[config.mk]
export PLATFORM = sky130hd
export DESIGN_NAME = program_loader
export DESIGN_NICKNAME = d
export VERILOG_FILES = /design/src/rtl/loader_pkg.sv /design/src/rtl/byte_xor_acc.sv /design/src/rtl/program_loader.sv
export SDC_FILE = /design/constraint.sdc
export NUM_CORES = 1
export LEC_CHECK = 0
export ABC_AREA = 1
export BUFFER_PORTS_ARGS = -buffer_cell sky130_fd_sc_hd__buf_2
export CAP_MARGIN = 40
export CORE_MARGIN = 2
export CORE_UTILIZATION = 39
export CTS_CLUSTER_SIZE = 25
export DETAILED_ROUTE_END_ITERATION = 7
export PLACE_DENSITY = 0.61
export SYNTH_ARGS = -nofsm -noshare
export SYNTH_HDL_FRONTEND = slang
export SYNTH_SLANG_ARGS = --single-unit
[constraint.sdc]
create_clock -name clk -period 5.35 [get_ports clk]
set_clock_uncertainty 0.2 [all_clocks]
set_input_delay 0.2675 -clock clk [delete_from_list [all_inputs] [get_ports clk]]
set_output_delay 0.2675 -clock clk [all_outputs]
set_load 0.1 [all_outputs]
[src/rtl/loader_pkg.sv]
// rtl/loader_pkg.sv - shared states and error codes for the program loader
package loader_pkg;

    typedef enum logic [2:0] {
        S_IDLE,
        S_LEN_HI,
        S_LEN_LO,
        S_DATA_HI,
        S_DATA_LO,
        S_CHECK,
        S_DONE,
        S_ERROR
    } state_t;

    localparam logic [1:0] ERR_NONE = 2'b00;
    localparam logic [1:0] ERR_LEN  = 2'b01;
    localparam logic [1:0] ERR_CHK  = 2'b10;

    // States in which a stream byte can be consumed.
    function automatic logic is_rx_state(input state_t s);
        return (s == S_LEN_HI) || (s == S_LEN_LO) || (s == S_DATA_HI) ||
               (s == S_DATA_LO) || (s == S_CHECK);
    endfunction

endpackage

[src/rtl/byte_xor_acc.sv]
// rtl/byte_xor_acc.sv - 8-bit XOR accumulator with clear and enable
module byte_xor_acc (
    input  logic       clk,
    input  logic       reset,
    input  logic       clr,
    input  logic       en,
    input  logic [7:0] din,
    output logic [7:0] acc
);

    logic [7:0] acc_q;
    logic [7:0] acc_d;

    always_comb begin
        acc_d = acc_q;
        if (clr)
            acc_d = 8'h00;
        else if (en)
            acc_d = acc_q ^ din;
    end

    always_ff @(posedge clk) begin
        if (reset)
            acc_q <= 8'h00;
        else
            acc_q <= acc_d;
    end

    assign acc = acc_q;

endmodule

[src/rtl/program_loader.sv]
// rtl/program_loader.sv - framed byte stream to instruction memory boot loader
module program_loader
    import loader_pkg::*;
#(
    parameter int ADDR_W    = 8,
    parameter int MAX_WORDS = 256
) (
    input  logic              clk,
    input  logic              reset,
    input  logic              start,
    input  logic              in_valid,
    input  logic [7:0]        in_data,
    output logic              in_ready,
    output logic              imem_we,
    output logic [ADDR_W-1:0] imem_addr,
    output logic [15:0]       imem_wdata,
    output logic              cpu_reset,
    output logic              done,
    output logic              error,
    output logic [1:0]        err_code,
    output logic [15:0]       word_count
);

    localparam logic [16:0] MAX_W17 = 17'(MAX_WORDS);

    state_t            state_q, state_d;
    logic [7:0]        len_hi_q, len_hi_d;
    logic [7:0]        hi_q, hi_d;
    logic [ADDR_W-1:0] idx_q, idx_d;
    logic [1:0]        err_kind_q, err_kind_d;
    logic [15:0]       word_count_q, word_count_d;
    logic              in_ready_q, in_ready_d;
    logic              imem_we_q, imem_we_d;
    logic [ADDR_W-1:0] imem_addr_q, imem_addr_d;
    logic [15:0]       imem_wdata_q, imem_wdata_d;
    logic              cpu_reset_q, cpu_reset_d;
    logic              done_q, done_d;
    logic              error_q, error_d;
    logic [1:0]        err_code_q, err_code_d;

    logic       accept;
    logic       acc_clr;
    logic       acc_en;
    logic [7:0] acc;

    assign accept = in_valid && in_ready_q;

    byte_xor_acc u_chk (
        .clk   (clk),
        .reset (reset),
        .clr   (acc_clr),
        .en    (acc_en),
        .din   (in_data),
        .acc   (acc)
    );

    always_comb begin
        state_d      = state_q;
        len_hi_d     = len_hi_q;
        hi_d         = hi_q;
        idx_d        = idx_q;
        err_kind_d   = err_kind_q;
        word_count_d = word_count_q;
        imem_we_d    = 1'b0;
        imem_addr_d  = imem_addr_q;
        imem_wdata_d = imem_wdata_q;
        acc_clr      = 1'b0;
        acc_en       = 1'b0;

        case (state_q)
            S_IDLE, S_DONE, S_ERROR: begin
                if (start) begin
                    state_d    = S_LEN_HI;
                    acc_clr    = 1'b1;
                    idx_d      = '0;
                    err_kind_d = ERR_NONE;
                end
            end
            S_LEN_HI: begin
                if (accept) begin
                    acc_en   = 1'b1;
                    len_hi_d = in_data;
                    state_d  = S_LEN_LO;
                end
            end
            S_LEN_LO: begin
                if (accept) begin
                    acc_en       = 1'b1;
                    word_count_d = {len_hi_q, in_data};
                    if ({1'b0, word_count_d} > MAX_W17) begin
                        state_d    = S_ERROR;
                        err_kind_d = ERR_LEN;
                    end else if (word_count_d == 16'd0) begin
                        state_d = S_CHECK;
                    end else begin
                        state_d = S_DATA_HI;
                    end
                end
            end
            S_DATA_HI: begin
                if (accept) begin
                    acc_en  = 1'b1;
                    hi_d    = in_data;
                    state_d = S_DATA_LO;
                end
            end
            S_DATA_LO: begin
                if (accept) begin
                    acc_en       = 1'b1;
                    imem_we_d    = 1'b1;
                    imem_addr_d  = idx_q;
                    imem_wdata_d = {hi_q, in_data};
                    idx_d        = idx_q + 1'b1;
                    // Compare in 16 bits so a full 2**ADDR_W program ends before the index wraps.
                    if (16'(idx_q) + 16'd1 == word_count_q)
                        state_d = S_CHECK;
                    else
                        state_d = S_DATA_HI;
                end
            end
            S_CHECK: begin
                if (accept) begin
                    if (in_data == acc) begin
                        state_d = S_DONE;
                    end else begin
                        state_d    = S_ERROR;
                        err_kind_d = ERR_CHK;
                    end
                end
            end
            default: state_d = S_IDLE;
        endcase

        // in_ready follows the next state so no byte is taken after leaving a receive state;
        // status flags follow the current state and so trail it by one cycle.
        in_ready_d  = is_rx_state(state_d);
        done_d      = (state_q == S_DONE);
        error_d     = (state_q == S_ERROR);
        cpu_reset_d = (state_q != S_DONE);
        err_code_d  = (state_q == S_ERROR) ? err_kind_q : ERR_NONE;
    end

    always_ff @(posedge clk) begin
        if (reset) begin
            state_q      <= S_IDLE;
            len_hi_q     <= 8'h00;
            hi_q         <= 8'h00;
            idx_q        <= '0;
            err_kind_q   <= ERR_NONE;
            word_count_q <= 16'd0;
            in_ready_q   <= 1'b0;
            imem_we_q    <= 1'b0;
            imem_addr_q  <= '0;
            imem_wdata_q <= 16'd0;
            cpu_reset_q  <= 1'b1;
            done_q       <= 1'b0;
            error_q      <= 1'b0;
            err_code_q   <= ERR_NONE;
        end else begin
            state_q      <= state_d;
            len_hi_q     <= len_hi_d;
            hi_q         <= hi_d;
            idx_q        <= idx_d;
            err_kind_q   <= err_kind_d;
            word_count_q <= word_count_d;
            in_ready_q   <= in_ready_d;
            imem_we_q    <= imem_we_d;
            imem_addr_q  <= imem_addr_d;
            imem_wdata_q <= imem_wdata_d;
            cpu_reset_q  <= cpu_reset_d;
            done_q       <= done_d;
            error_q      <= error_d;
            err_code_q   <= err_code_d;
        end
    end

    assign in_ready   = in_ready_q;
    assign imem_we    = imem_we_q;
    assign imem_addr  = imem_addr_q;
    assign imem_wdata = imem_wdata_q;
    assign cpu_reset  = cpu_reset_q;
    assign done       = done_q;
    assign error      = error_q;
    assign err_code   = err_code_q;
    assign word_count = word_count_q;

endmodule

==> reports/results.ini, run 1 <==
[synth]
synth_ff_type = dfxtp_1
synth-edff-count = 0
ys_warn_count = 0
synth-seq-area-share_pct = 46.11
synth-seq-cells = 84
syn_nets = 518
synth-async-reset-ratio_pct = 0
synth_cell_types = 32
syn-instance-count = 503
syn_area_per_cell_um2 = 7.251
synth_area_mm2 = 0.003647

[routing]
vias_per_cell = 5.000
drc = 0
wl_um = 8959
postRouteAntennaNets = 0
drt-initial-drc-count = 186
num_vias = 3350
first_pass_iters = 5
wl_per_cell_um = 13.37

[clock_network]
clock_sinks = 84
cts_buffer_depth = 2
cts_buffers = 9
hold_buffers = 0
cts_tree = built
post_cts_resized = 0
htreeDepth = 3
cts_setup_buffers = 0
clock_latency_ps = 350
clkTransAtPathRegs_ps = 80
cts-root-buf = clkbuf_8

[sta]
fin_crit_ps = 2560
slew_viol_final = 0
clock.fmax_mhz = 390.7
setup_viol = 0
hold_violations = 0
rsz0062_at_grt = no
finalSetupTns_ps = 0
slew_headroom_pct = 54.14
period_share_pct = 47.84
worstMarginPinSlew_ps = 685.4

[min_path]
hold_start = in_data[1]
hold_depth = 4
worstHoldEndpoint = u_chk.acc[1]$_SDFFE_PP0P_
min_path_type = in -> reg

[cells_and_area]
seq_area_mm2 = 0.001682
final_cell_mix = 108 x nor2_1, 84 x dfxtp_1, 76 x nand2_1, 61 x o21ai_0, 58 x buf_2
antenna_cells = 0
multiInputGateArea_mm2 = 0.001719
synthToLayoutAreaGrowth_pct = 15.57
nFillCells = 924
finalNetCount = 569
final_common_cell = nor2_1
drive_above_1_share_pct = 18.43

[setup_path]
reg2reg_slack_ps = 2790
timing.rr.end = u_chk.acc[7]$_SDFFE_PP0P_
cp.required_ps = 5420
r2r-start = state_q[1]$_SDFF_PP0_
worst-setup-path-type = reg -> reg
cp.arrival_ps = 2630
start_kind = flop
cp_max_fo = 34
critPathCaptureType = flop
rr_worst_depth = 8

[placed_design]
routabilityCongestion = 0.9109
io_buffer_count = 58
dpl.hpwl_um = 6359

[floorplan]
die-width_um = 100.7
start_util_pct = 39.85
die_h_um = 100.7
core_area_mm2 = 0.009153
fp-row-count = 35
die_area_mm2 = 0.01014
ioPinCount = 59

[flow_run]
maxCapViolCount = 0

[global_route]
grt_pass1_wl_um = 15160
grt_util_all_layers_pct = 18.97
grt_pass1_vias = 3246
antenna_found_initial = 0
grt_max_degree = 61
grt-ovfl-total = 0

[power_and_ir_drop]
p_total_w = 0.001766
max-vdd-ir-drop_mv = 0.2006
p_per_area_mw_per_mm2 = 418.9
power_leakage_nw = 2.010

[status]
status = finished, final reports clean

[critical path, stage by stage, from the launching register on]
cell and delay (ps):
dfxtp_1 380, nor2_1 170, nand2_1 120, nor2_4 540, inv_2 330, and2_1 380, inv_2 170, nand2_1 70
a21oi_1 120
[logic make-up (layout without fill, tap and decap cells)]
kind of cell,after synthesis,count (layout),share of synthesized area [%]
AND/OR/NAND/NOR,231,231,27.27
AO/OA/AOI/OAI,112,112,16.40
flip-flops,84,84,46.11
buffers and inverters,63,119,6.758
XOR/XNOR,9,9,2.161
adder cells (fa/ha/maj),3,3,1.029
multiplexers,1,1,0.2745
[final cells by class]
| type | instances | area share, % |
|---|---|---|
| clock buffer | 13 | 4.007 |
| clock inverter | 3 | 1.039 |
| timing repair buffer | 59 | 7.064 |
| tap | 111 | 3.295 |
| multi-input combinational | 356 | 40.78 |
| sequential | 84 | 39.89 |
| inverter | 44 | 3.918 |
[through the flow]
step / area, µm² / hold slack (ps) / util, % / setup slack, ps / std cells
4_1_cts: 4215 / 33.94 / 46.06 / 2779 / 670
2_1_floorplan: 3647 / 146.0 / - / 2760 / 503
5_1_grt: 4215 / 62.68 / 46.06 / 2522 / 670
3_3_place_gp: 4003 / 236.7 / 43.73 / 2951 / 654
6_report: 4215 / 54.15 / 46.06 / 2790 / 670
3_5_place_dp: 4003 / 240.3 / 43.73 / 2794 / 654
[layer usage]
layer / track usage (%) / share of wire [%] / vias up
met1: 24.47 / 48 / 1517
met5: 0 / 0 / -
met2: 30.67 / 46 / 96
met3: 4.300 / 4.5 / 14
met4: 7.692 / 1.9 / 0
li1: - / - / 1723
[cells in the mapped netlist (6+ instances only)]
| cell type | n | area share (%) |
|---|---|---|
| nand3_1 | 13 | 1.8 |
| nand2_2 | 8 | 1.4 |
| inv_1 | 34 | 3.5 |
| o21ai_0 | 61 | 8.4 |
| clkbuf_1 | 14 | 1.4 |
| nand2_1 | 76 | 7.8 |
| inv_2 | 7 | 0.72 |
| nor3_1 | 6 | 0.82 |
| nor2_1 | 108 | 11 |
| xor2_1 | 8 | 1.9 |
| a21oi_1 | 36 | 4.9 |
| dfxtp_1 | 84 | 46 |
[worst max-delay path by stage]
stage                     startpoint                        end  slack, ps  depth (start not counted)
2_1_floorplan    in_ready$_SDFF_PP0_        in_ready$_SDFF_PP0_       2760                         15
3_3_place_gp   state_q[1]$_SDFF_PP0_  u_chk.acc[0]$_SDFFE_PP0P_       2950                          8
3_5_place_dp   state_q[1]$_SDFF_PP0_  u_chk.acc[7]$_SDFFE_PP0P_       2790                          8
4_1_cts        state_q[1]$_SDFF_PP0_  u_chk.acc[6]$_SDFFE_PP0P_       2780                          8
5_1_grt        state_q[1]$_SDFF_PP0_      idx_q[2]$_SDFFE_PP0P_       2520                          9
6_report       state_q[1]$_SDFF_PP0_  u_chk.acc[7]$_SDFFE_PP0P_       2790                          8
[power breakdown]
part	switching [W]	internal, W	leakage, nW
sequential	0.0000448	0.000682	0.679
combinational	0.000428	0.000138	1.22
clock	0.000218	0.000254	0.110
[registers in the layout, indices dropped and copies added (netlist names)]
register	count
word_count	16
done	1
state_q	3
imem_addr	8
err_kind_q	2
imem_we	1
len_hi_q	8
u_chk.acc	8
err_code	2
imem_wdata	16
error	1
in_ready	1
hi_q	8
cpu_reset	1
idx_q	8
No activity file was read; power rests on OpenSTA's default activity.
==> run 2: changes to the inputs <==
Clock period 5.35 ns to 2.5 ns, I/O delays scaled along.
==> reports/results.ini, run 2 (same netlist as run 1, synthesis figures left out) <==
[status]
status = finished, final reports clean

[global_route]
grt_util_all_layers_pct = 18.73
grt_pass1_wl_um = 14980
grt-ovfl-total = 0
antenna_found_initial = 0
grt_pass1_vias = 3187
grt_max_degree = 34

[placed_design]
placed_cells = 659
routabilityCongestion = 0.9834
dpl.hpwl_um = 6544
dpl-instance-area_mm2 = 0.004041
io_buffer_count = 58

[sta]
slew_viol_final = 0
rsz0062_at_grt = no
worstMarginPinSlew_ps = 655.4
finalSetupTns_ps = 0
setup_viol = 0
slew_headroom_pct = 56.01
clock.fmax_mhz = 476.4
hold_violations = 0
period_share_pct = 83.96
fin_crit_ps = 2099

[routing]
num_vias = 3437
drt-initial-drc-count = 127
vias_per_cell = 5.025
postRouteAntennaNets = 0
first_pass_iters = 4
wl_um = 9160
drc = 0
wl_per_cell_um = 13.39

[flow_run]
maxCapViolCount = 0

[cells_and_area]
finalNetCount = 584
final_cell_mix = 108 x nor2_1, 83 x dfxtp_1, 76 x nand2_1, 61 x o21ai_0, 58 x buf_2
antenna_cells = 0
design_area_mm2 = 0.004372
final_common_cell = nor2_1
final_cells = 684
synthToLayoutAreaGrowth_pct = 19.86
multiInputGateArea_mm2 = 0.001719
drive_above_1_share_pct = 18.67
seq_area_mm2 = 0.001683
nFillCells = 917

[power_and_ir_drop]
pwr-share-seq_pct = 39.6
max-vdd-ir-drop_mv = 0.3985
p_int_w = 0.002434
p_sw_share_pct = 38.18
p_per_area_mw_per_mm2 = 900.8
p_switching_w = 0.001504
power.clock.fraction_pct = 29.0
power_leakage_nw = 2.083
comb_power_share_pct = 31.4

[min_path]
min_path_type = in -> reg

[clock_network]
htreeDepth = 3
clock_sinks = 84
cts_buffer_depth = 2
cts_tree = built
cts_setup_buffers = 0
cts_buffers = 9
cts-root-buf = clkbuf_8
clock_latency_ps = 350
clkTransAtPathRegs_ps = 80

[setup_path]
cp.required_ps = 2550
worst-setup-path-type = reg -> reg
r2r-start = idx_q[1]$_SDFFE_PP0P_
critPathLaunch = idx_q[1]$_SDFFE_PP0P_
critPathSlowestCell = dfxtp_1
critPathCaptureType = flop
critPathTopFamily = simple AND/OR/NAND/NOR gates
rr_worst_depth = 14
critPathBufInv = 0
cp_max_fo = 4
max_stage_delay_ps = 400
start_kind = flop
cp_cell_sequence = ha_1 -> nand3_2 -> o21ai_2 -> nand2_1 -> nand2_1 -> nand2_1 -> nor2_2 -> nand3_2 -> nand2_1 -> nand2_1 -> a21oi_1 -> nand2_1 -> nand2_1 -> nor2_1
timing.rr.end = in_ready$_SDFF_PP0_
crit_top_cell = nand2_1
reg2reg_slack_ps = 400
path_depth = 14
cp.arrival_ps = 2140
endpoint = in_ready$_SDFF_PP0_

[floorplan]
fp-row-count = 35
core_area_mm2 = 0.009153
die_area_mm2 = 0.01014
start_util_pct = 39.85
ioPinCount = 59
die_h_um = 100.7
die-width_um = 100.7

run 2: changes by cell type in the layout (fill, tap and decap cells not counted), sizes merged:
| cell | delta |
|---|---|
| buf | +5 |
| bufinv | +2 |
| clkbuf | -2 |
| clkinv | -1 |
| dlygate4sd3 | +10 |
run 2: metal layers:
metal	part of all wire, %	routed length (µm)	global-route usage, %
met5	0	0	0
met1	48	4438	24.02
met2	46	4185	30.46
met3	3.9	361	3.745
met4	1.9	175	8.325
run 2: worst min path at each step:
stage,start,to,slack [ps],cells after the start
floorplan,reset,idx_q[0]$_SDFFE_PP0P_,3,1
global placement,err_kind_q[0]$_SDFFE_PP0P_,err_code[0]$_SDFF_PP0_,240,2
detailed placement,err_kind_q[0]$_SDFFE_PP0P_,err_code[0]$_SDFF_PP0_,240,2
CTS,in_valid,state_q[0]$_SDFF_PP0_,230,6
global route,in_valid,state_q[0]$_SDFF_PP0_,280,6
finish,in_valid,state_q[0]$_SDFF_PP0_,250,6
run 2: per-stage QoR:
stage | worst slack (ps) | hold WS (ps) | power [W] | utilization, %
2_1_floorplan | 193.2 | 3.474 | 0.002586 | -
4_1_cts | 381.5 | 230.2 | 0.003959 | 47.76
6_report | 401.1 | 249.9 | 0.003938 | 47.76
3_5_place_dp | 401.4 | 243.0 | 0.002801 | 44.16
5_1_grt | 163.3 | 275.3 | 0.004138 | 47.76
3_3_place_gp | 409.2 | 243.1 | 0.002799 | 44.16
run 2: worst register-to-register path: cells and delay by family, from the launching register on:
family                     cells  cell delay, ps
and+or+nand+nor               11             820
AOI/OAI and AO/OA              2             320
adders and majority gates      1             260
DFF                            1             400
run 2: repair_timing:
action / CTS / global route
hold buffers: 10 / 0
endpoints found under the hold margin: 42 / 0
gates resized for setup: 0 / 0
run 2: cell type report:
| class | count | share of cell area [%] |
|---|---|---|
| timing repair buffer | 74 | 9.960 |
| tap | 111 | 3.177 |
| inverter | 44 | 3.778 |
| clock buffer | 11 | 3.005 |
| multi-input combinational | 356 | 39.32 |
| sequential | 84 | 38.49 |
| clock inverter | 4 | 2.261 |
run 2: power by group through the flow:
stage	Combinational [W]	Sequential, W	Clock [W]
2_1_floorplan	0.000686	0.00190	0
3_3_place_gp	0.00121	0.00159	0
3_5_place_dp	0.00121	0.00159	0
4_1_cts	0.00123	0.00156	0.00117
5_1_grt	0.00135	0.00158	0.00121
6_report	0.00124	0.00156	0.00114
==> run 3: changes to the inputs <==
Settings changed: ABC_AREA 1 to 0, PLACE_DENSITY 0.61 to 0.6.
Clock period 2.5 ns to 2.1 ns, I/O delays scaled along.
==> reports/results.ini, run 3 <==
[routing]
drt-initial-drc-count = 135
num_vias = 3677
wl_per_cell_um = 15.00
wl_um = 10800
drc = 0
vias_per_cell = 5.107
first_pass_iters = 4
postRouteAntennaNets = 0

[synth]
synth_most_common_cell = nand2_1
synth-async-reset-ratio_pct = 0
synth_commonest_cells = 116 x nand2_1, 84 x dfxtp_1, 65 x a21oi_1
syn_nets = 491
ys_warn_count = 0
synth_cell_types = 50
synth.area.top_cells = dfxtp_1 45%, nand2_1 12%, a21oi_1 8.7%, xor2_1 4.9%, nor2_1 4.6%
yosys.area.top_type = dfxtp_1
synth-seq-area-share_pct = 44.84
synth-edff-count = 0
syn-instance-count = 476
synth-seq-cells = 84
synth_area_mm2 = 0.003750
syn_area_per_cell_um2 = 7.878
synth_ff_type = dfxtp_1
synth_top_area_share_pct = 44.84

[setup_path]
start_kind = flop
critPathCaptureType = flop
r2r-start = len_hi_q[4]$_SDFFE_PP0P_
rr_worst_depth = 7
timing.rr.end = err_kind_q[1]$_SDFFE_PP0P_
reg2reg_slack_ps = -40
cp_max_fo = 3
cp.arrival_ps = 2180
worst-setup-path-type = reg -> reg
cp.required_ps = 2140

[min_path]
hold_start = in_data[4]
worstHoldEndpoint = u_chk.acc[4]$_SDFFE_PP0P_
hold_depth = 5
min_path_type = in -> reg

[global_route]
grt_pass1_vias = 3321
grt_util_all_layers_pct = 21.12
grt_pass1_wl_um = 16950
antenna_found_initial = 0
grt_max_degree = 35
grt-ovfl-total = 0

[floorplan]
fp-row-count = 35
core_area_mm2 = 0.009284
ioPinCount = 59
start_util_pct = 40.39
die-width_um = 102.1
die_area_mm2 = 0.01042
die_h_um = 102.1

[placed_design]
dp_slack_ps = -316.2
routabilityCongestion = 0.8651
placed_cells = 689
io_buffer_count = 58
dpl.hpwl_um = 7261
dpl-instance-area_mm2 = 0.004564

[sta]
period_share_pct = 101.9
hold_violations = 0
finalSetupTns_ps = -98.39
worstMarginPinSlew_ps = 652.7
clock.fmax_mhz = 467.5
rsz0062_at_grt = yes
setup_viol = 6
worst_slack_ps = -38.87
slew_viol_final = 0
fin_crit_ps = 2139
slew_headroom_pct = 56.34

[power_and_ir_drop]
p_per_area_mw_per_mm2 = 865.3
power_leakage_nw = 2.013
max-vdd-ir-drop_mv = 0.4521

[clock_network]
cts_tree = built
htreeDepth = 3
clock_latency_ps = 360
cts_buffer_depth = 2
cts-root-buf = clkbuf_8
clkTransAtPathRegs_ps = 80
cts_buffers = 9
clock_sinks = 84

[cells_and_area]
finalNetCount = 601
design_area_mm2 = 0.005096
drive_above_1_share_pct = 32.49
final_cell_mix = 114 x nand2_1, 64 x a21oi_1, 63 x dfxtp_1, 58 x buf_2, 54 x buf_4
antenna_cells = 0
final_common_cell = nand2_1
multiInputGateArea_mm2 = 0.002142
nFillCells = 908
synthToLayoutAreaGrowth_pct = 35.90
final_cells = 720
seq_area_mm2 = 0.001723
final_core_util_pct = 54.89

[status]
status = finished, violations left
violations = setup timing

[flow_run]
maxCapViolCount = 0

==> run 3: cell types whose count changed after synthesis, moves of 8 or more <==
cell and delta:
a21oi_1 +29, inv_1 -27, mux2i_1 +9, nand2_1 +40
nand2_2 -8, nor2_1 -62, o21ai_0 -46, xor2_1 +13
==> run 3: cell type report <==
cell class	instances	share of cell area [%]
Inverter	7	0.5156
Clock buffer	10	2.922
Clock inverter	6	0.8593
Timing Repair Buffer	126	16.70
Sequential cell	84	33.81
Tap cell	129	3.167
Multi-Input combinational cell	358	42.03
==> run 3: per-layer routing <==
layer / part of all wire, % / wire length [µm] / GRT usage, % / vias to the layer above
met4: 1.8 / 197 / 6.462 / 0
met2: 47 / 5078 / 33.15 / 111
met1: 45 / 4914 / 29.35 / 1715
li1: - / - / - / 1837
met3: 5.7 / 612 / 4.378 / 14
met5: 0 / 0 / 0 / -
==> run 3: worst max path at each step <==
| stage | startpoint | end | slack, ps | cells after the start |
|---|---|---|---|---|
| floorplan | in_ready$_SDFF_PP0_ | idx_q[7]$_SDFFE_PP0P_ | -2 | 7 |
| global placement | idx_q[0]$_SDFFE_PP0P_ | in_ready$_SDFF_PP0_ | -300 | 8 |
| detailed placement | idx_q[0]$_SDFFE_PP0P_ | in_ready$_SDFF_PP0_ | -320 | 8 |
| CTS | len_hi_q[4]$_SDFFE_PP0P_ | err_kind_q[1]$_SDFFE_PP0P_ | -80 | 7 |
| global route | idx_q[1]$_SDFFE_PP0P_ | in_ready$_SDFF_PP0_ | -140 | 8 |
| finish | len_hi_q[4]$_SDFFE_PP0P_ | err_kind_q[1]$_SDFFE_PP0P_ | -40 | 7 |
==> run 3: logic make-up (layout without fill, tap and decap cells) <==
group                    after synthesis  after routing  share of synthesized area (%)
multiplexers                          10             10                          2.669
AND/OR/NAND/NOR                      217            217                          25.99
XOR/XNOR                              25             25                          5.839
adder cells (fa/ha/maj)                3              3                          1.001
AO/OA/AOI/OAI                        103            103                          15.98
flip-flops                            84             84                          44.84
buffers and inverters                 34            149                          3.670
==> run 3: per-stage QoR <==
stage / total power (W) / hold WS [ps]
2_1_floorplan: 0.002608 / 30.68
3_3_place_gp: 0.003051 / 239.4
3_5_place_dp: 0.003049 / 242.8
4_1_cts: 0.004233 / 20.88
5_1_grt: 0.004638 / 11.35
6_report: 0.004410 / 1.194
==> run 3: timing repair <==
action,4_1_cts,5_1_grt
hold buffers,10,4
endpoints found under the setup margin,5,12
buffers inserted,0,7
endpoints found under the hold margin,48,12
resized for setup,8,35
pin swaps,3,18
==> run 3: critical path, stage by stage (launching register included) <==
cell	delay (ps)
dfxtp_2	330
or4_4	540
nor4_4	270
a21oi_2	100
o21ai_2	200
a31oi_4	130
mux2i_1	130
nor2b_1	130
==> run 3: power by group <==
| group | switching, W | internal (W) | leakage [nW] |
|---|---|---|---|
| Clock | 0.000628 | 0.000508 | 0.0982 |
| Combinational | 0.000888 | 0.000635 | 1.23 |
| Sequential | 0.0000876 | 0.00166 | 0.690 |
